==> src/rtl/mode_counter.sv <==
// mode_counter
//   Parametrised multi-mode counter: binary up, binary down, Gray-coded up,
//   and Johnson. It has a synchronous load that clamps to the modulus, a count
//   enable, optional saturation, a terminal-count level and a wrap pulse.
//
// Parameters
//   WIDTH    counter width, 2..16
//   MODULUS  number of states for modes 0-2, 2..2^WIDTH
//   SATURATE 1 = hold at the end value instead of wrapping (modes 0-2)
//
// Ports
//   clk       rising-edge clock
//   rst       asynchronous, active-low reset
//   en        count enable
//   mode      00 up, 01 down, 10 Gray up, 11 Johnson
//   load      synchronous load strobe
//   load_val  load value (clamped to MODULUS-1 in modes 0-2)
//   cnt       count output, decoded from registers only
//   tc        terminal-count level
//   wrap      one-cycle pulse while cnt shows the post-wrap value
module mode_counter #(
  parameter int WIDTH    = 3,
  parameter int MODULUS  = 8,
  parameter bit SATURATE = 1'b0
) (
  input  logic             clk,
  input  logic             rst,
  input  logic             en,
  input  logic [1:0]       mode,
  input  logic             load,
  input  logic [WIDTH-1:0] load_val,
  output logic [WIDTH-1:0] cnt,
  output logic             tc,
  output logic             wrap
);

  typedef enum logic [1:0] {
    M_UP   = 2'b00,
    M_DN   = 2'b01,
    M_GRAY = 2'b10,
    M_JOHN = 2'b11
  } mode_e;

  typedef struct packed {
    mode_e            mode_q;
    logic [WIDTH-1:0] bin;
    logic [WIDTH-1:0] jr;
    logic             wrap;
  } state_t;

  localparam logic [WIDTH-1:0] LAST  = WIDTH'(MODULUS - 1);
  // Last Johnson state before the all-zero state.
  localparam logic [WIDTH-1:0] JLAST = {1'b1, {(WIDTH-1){1'b0}}};
  localparam logic [WIDTH-1:0] ONE   = WIDTH'(1);

  state_t st, st_d;

  // Priority: mode change > load > en > hold.
  always_comb begin
    st_d      = st;
    st_d.wrap = 1'b0;
    if (mode_e'(mode) != st.mode_q) begin
      // A mode switch restarts the sequence; load and en are ignored.
      st_d.mode_q = mode_e'(mode);
      st_d.bin    = '0;
      st_d.jr     = '0;
    end else if (load) begin
      if (st.mode_q == M_JOHN) st_d.jr  = load_val;
      else                     st_d.bin = (load_val > LAST) ? LAST : load_val;
    end else if (en) begin
      case (st.mode_q)
        M_JOHN: begin
          // Illegal loaded patterns are left to cycle in their own orbit.
          st_d.jr   = {st.jr[WIDTH-2:0], ~st.jr[WIDTH-1]};
          st_d.wrap = (st.jr == JLAST);
        end
        M_DN: begin
          if (st.bin == '0) begin
            if (!SATURATE) begin
              st_d.bin  = LAST;
              st_d.wrap = 1'b1;
            end
          end else begin
            st_d.bin = st.bin - ONE;
          end
        end
        default: begin  // up and Gray share the binary up count
          if (st.bin == LAST) begin
            if (!SATURATE) begin
              st_d.bin  = '0;
              st_d.wrap = 1'b1;
            end
          end else begin
            st_d.bin = st.bin + ONE;
          end
        end
      endcase
    end
  end

  always_ff @(posedge clk or negedge rst) begin
    if (!rst) begin
      st.mode_q <= M_UP;
      st.bin    <= '0;
      st.jr     <= '0;
      st.wrap   <= 1'b0;
    end else begin
      st <= st_d;
    end
  end

  // Output decode sees registered state only; reset state decodes to
  // cnt = 0 and tc = 0 since MODULUS >= 2.
  always_comb begin
    cnt = st.bin;
    tc  = 1'b0;
    case (st.mode_q)
      M_UP:   tc  = (st.bin == LAST);
      M_DN:   tc  = (st.bin == '0);
      M_GRAY: begin
        cnt = st.bin ^ (st.bin >> 1);
        tc  = (st.bin == LAST);
      end
      M_JOHN: begin
        cnt = st.jr;
        tc  = (st.jr == JLAST);
      end
      default: ;
    endcase
  end

  assign wrap = st.wrap;

endmodule

==> config.mk <==
export PLATFORM = sky130hd
export DESIGN_NAME = mode_counter
export DESIGN_NICKNAME = d
export VERILOG_FILES = /design/src/rtl/mode_counter.sv
export SDC_FILE = /design/constraint.sdc
export NUM_CORES = 1
export LEC_CHECK = 0
export ABC_AREA = 1
export BUFFER_PORTS_ARGS = -buffer_cell sky130_fd_sc_hd__buf_2
export CORE_MARGIN = 2
export CORE_UTILIZATION = 52
export CTS_CLUSTER_DIAMETER = 80
export DETAILED_ROUTE_END_ITERATION = 16
export PLACE_DENSITY = 0.78
export SLEW_MARGIN = 40
export SYNTH_ARGS = -nofsm -noshare
export SYNTH_HDL_FRONTEND = slang
export SYNTH_SLANG_ARGS = --single-unit
==> constraint.sdc <==
create_clock -name clk -period 1.6 [get_ports clk]
set_input_delay 0.24 -clock clk [delete_from_list [all_inputs] [get_ports clk]]
set_output_delay 0.24 -clock clk [all_outputs]
set_load 0.01 [all_outputs]
Word level (Yosys, flattened, before mapping):

Cells that the tools add are included.

* bits in registers: 9
* input bits: 9
* output and inout port bits: 5
* word-level logic and storage cells: 40

* add/sub/neg operators: 2
* $lt $le $gt $ge: 1
* equality and inequality tests: 7
* muxes and demuxes: 17
* bitwise logic cells: 2
* reduce and logical (&&, ||, !) cells: 7

Operators by type and width (count)
* two-way mux 3 bit: 6
* two-way mux 6 bit: 2
* case mux 3 bit (2 select lines): 2
* two-way mux 7 bit: 1
* equality test 3 bit (second input constant): 2
* equality test 2 bit (second input constant): 2
* two-way mux 1 bit: 4
* AND reduction 2 bit: 2
* adder 3 x 1 -> 3 bit (second input constant): 1
* > comparator 3 bit (second input constant): 1
* logical NOT 3 bit: 1
* case mux 1 bit (3 select lines): 1
* nonzero test 3 bit: 1
* subtractor 3 x 1 -> 3 bit (second input constant): 1
* XOR 3 x 2 -> 3 bit: 1
* equality test 2 x 1 -> 1 bit (second input constant): 1
* logical NOT 2 bit: 1
* inequality test 2 bit: 1
* inequality test 2 bit (second input constant): 1
* case mux 1 bit (2 select lines): 1
* nonzero test 2 bit: 1
* OR reduction 2 bit: 1
* inverter 1 bit: 1

Logic depth before layout (Yosys ltp):

* depth in word-level cells: 6
* depth in mapped cells: 10
* gate-level depth less buffers: 10

Worst setup path after synthesis:

Ideal clock, no wire load.

* path type: reg-to-output
* start point: register st[4] (netlist bit)
* end point: output tc
* arrival time: 1.076 ns
* data required time: 1.360 ns
* path slack: 0.284 ns
* stages on the path, launching flop included: 7
* buffers on the path: 0
* path through: dfrtp_1 > ha_1 > ha_1 > nand2_1 > nand2_1 > nor2_1 > inv_1

* cells in the longest elaborated chain, start to end: 2
* elaborated cells on any way between the ends: 3
* classes of those cells: 1 x eq/ne; 1 x mux; 1 x reduce/logical

Ends and longest elaborated chain
* start: declaration: RTL line 56 `state_t st, st_d;`
* start signal: assignment: RTL line 108 `st <= st_d;`
* equality test 3 bit / logical NOT 3 bit (equally long branches): RTL line 118, 122, 119
* case mux 1 bit (3 select lines) (*): RTL line 117 `case (st.mode_q)`
* end: declaration: RTL line 33 `output logic tc,`

Every way passes the cells marked *; elsewhere a longest branch is shown, timed or not.

Worst setup path after layout:

* start point: register st[5] (netlist bit)
* end point: output tc

The elaborated chain is that of the path after synthesis.

==> flow_summary.ini <==
[worst_setup_path]
required_ps = 1360
path_cells = inv_2 > ha_4 > inv_2 > nor2_2 > nand2_1 > nand2_1 > nor2_2 > inv_1 > buf_2
r2r_end = st[4]$_DFFE_PN0P_
crit_path_max_incr_delay_ps = 420
reg2reg_slack_ps = 100
cp_slowest_cell = dfrtp_1
crit_arrival_ps = 1440
cpLargestDelayFamily = flip-flops
path_buf_inv = 4
cp-start-kind = register
worst_setup_path_end_kind = output port
reg2reg_depth = 12
reg2reg_from = st[5]$_DFFE_PN0P_
crit_path_max_fanout = 4
critPathKind = register to output port

[placement]
numPortBuffers = 13
dp.cells = 137
hpwl_mm = 1.260
gp_congestion = 0.8327

[drt]
drc = 0
drt_iter0_drc = 26
first_pass_iters = 4
wire_per_inst_um = 13.11
vias = 758
routed_wl_mm = 1.941
drtAntennaViolNets = 0
via_per_inst = 5.122

[global_routing]
grt_usage_pct = 27.77
grtUsageMet2_pct = 51.19
grtUsageMet1_pct = 31.10
use_met3_pct = 5.000
grt_max_degree = 10
grt.overflow.total = 0
grt_pass1_vias = 671
antenna_found_initial = 0
grt_pass1_wl_mm = 2.904
grt-busiest-layer = met2

[floorplanning]
fp.dieH_um = 40.41
start_util_pct = 54.34
core_area_mm2 = 0.001269
chipWidth_um = 40.41
rows = 13
die-area_mm2 = 0.001633
num_io_pins = 14

[synth]
synth_cells = 111
yosys.area_share.simple_pct = 39.02
synth_warnings = 0
yosys.area.top_type = dfrtp_1
synth_compound_area_share_pct = 9.074
synth_top_family_by_area = simple AND/OR/NAND/NOR gates
syn_area_per_cell_um2 = 6.211
yosysUniqueCellTypes = 16
ys_seq_area_share_pct = 32.67
synth.net_count = 124
syn-cell-area_um2 = 689.4
yosysTopAreaCellShare_pct = 32.67
ys_ff_latch = 9
synthMuxAreaShare_pct = 0
synth_xor_area_share_pct = 0
synthAdderAreaFrac_pct = 7.260
synth.area.top_cells = dfrtp_1, nand2_1, inv_1, ha_1, nor2_1

[run]
drv_cap = 0

[sta]
timing.final.hold_violations = 0
drv_slew = 0
grt_setup_unrepaired = yes
slew_headroom_pct = 82.55
finalCritPeriodShare_pct = 104.9
skew_ps = 6.628
finalSetupViolCount = 1
fin_ws_ps = -78.61
layout_min_cycle_time_ps = 1679
max_freq_ghz = 0.5957
tightest_slew_ps = 260.8

[cells_and_area]
final_cells = 148
drive_above_1_share_pct = 36.09
antenna_cells = 0
finalNetCount = 147
syn2layout_area_growth_pct = 32.67

[min_path]
holdPathStages = 1
holdPathEnd = st[7]$_DFFE_PN0N_
hp-start = mode[0]
holdCritPathClass = primary input to register

[cts]
numCtsBuffers = 3
clock_latency_ps = 270
clk_pin_slew_ps = 70
cts_sinks = 9
clockBufferDepth = 2
htree_levels = 1
cts_tree = done
cts-root-buf = clkbuf_4

[power_and_ir_drop]
p_total_uw = 572.1
power.density_mw_per_mm2 = 625.5
p_leak_nw = 0.4988
peakVddDrop_mv = 0.4743

[status]
violations = setup timing
status = finished with violations
## cell type report
cell class | count | area, um^2
multi-input cells | 80 | 442.9
fillers | 108 | 354.1
flip-flops and latches | 9 | 227.7
repair buffers | 20 | 123.9
inverters | 20 | 75.07
clock buffers | 4 | 26.28
well taps | 15 | 18.77
## where the power goes
| part | leakage, nW | total, mW | internal [mW] | switching, mW |
|---|---|---|---|---|
| Clock | 0.0150 | 0.185 | 0.0966 | 0.0888 |
| Sequential | 0.118 | 0.246 | 0.235 | 0.0107 |
| Combinational | 0.366 | 0.141 | 0.0571 | 0.0839 |
## stage by stage
step                hold WS (ps)  utilization [%]  worst slack [ps]  instance area (um^2)  TNS [ps]
global placement           101.3            60.36             119.4                 765.7         0
finish                     97.07            72.09            -78.61                 914.6    -78.61
floorplan                 -55.59                -             284.3                 689.4         0
CTS                        96.53            69.92            -67.03                 887.1    -67.03
detailed placement         106.7            60.36             121.3                 765.7         0
global route               97.68            72.09            -148.2                 914.6    -185.7
## registers in the layout (all words and copies together), names as in the netlist
name,flops
st,8
wrap,1
## cell usage after synthesis (all sizes together)
cell type and count:
nor3 1, o21ai 2, o221ai 2, clkinv 1, nand3 5, nand4 1, a21oi 7, inv 19
ha 4, nor2 15, nand2 43, clkbuf 2, dfrtp 9
## kinds of logic (layout without fill, tap and decap cells)
group | after synthesis | count (layout)
compound gates | 11 | 11
fa+ha+maj | 4 | 4
buf+inv | 22 | 44
flops | 9 | 9
simple gates | 65 | 65
## how the worst max path moves through the flow
stage	end	depth (start not counted)	from	slack (ps)
3_3_place_gp	tc	7	st[4]$_DFFE_PN0P_	120
3_5_place_dp	tc	7	st[4]$_DFFE_PN0P_	120
6_report	tc	9	st[5]$_DFFE_PN0P_	-80
2_1_floorplan	tc	6	st[4]$_DFFE_PN0P_	280
4_1_cts	tc	7	st[5]$_DFFE_PN0P_	-70
5_1_grt	tc	9	st[5]$_DFFE_PN0P_	-150
## worst register-to-register path, stage by stage (launching register included)
cell     delay, ps
dfrtp_1        420
inv_2          110
ha_4           150
inv_2           30
nor2_2          90
nand2_1         80
buf_4          140
buf_4          120
nand2_2         60
nand2_2         50
nand2_2         60
nand2_2         60
nand2_2         60
## layout by cell type, fill, tap and decap left out, drive strengths merged, types with 2 or more instances in the layout
cell and n:
nand2 43, inv 19, buf 19, nor2 15, dfrtp 9, a21oi 7
nand3 5, clkbuf 4, ha 4, o21ai 2, o221ai 2
## per-layer routing
metal	vias to the layer above	share of wire (%)
met5	-	0
met4	0	1.2
met3	5	4.3
met2	20	54
met1	349	40
li1	384	-
## what timing repair did
item | CTS | global route
hold endpoints to repair | 9 | 0
hold buffers | 1 | 0
setup buffers | 7 | 0
gates resized for setup | 10 | 13
pin swaps | 7 | 5
cloned | 0 | 0
setup endpoints to repair | 2 | 5
Power figures use the tool's default switching activity.
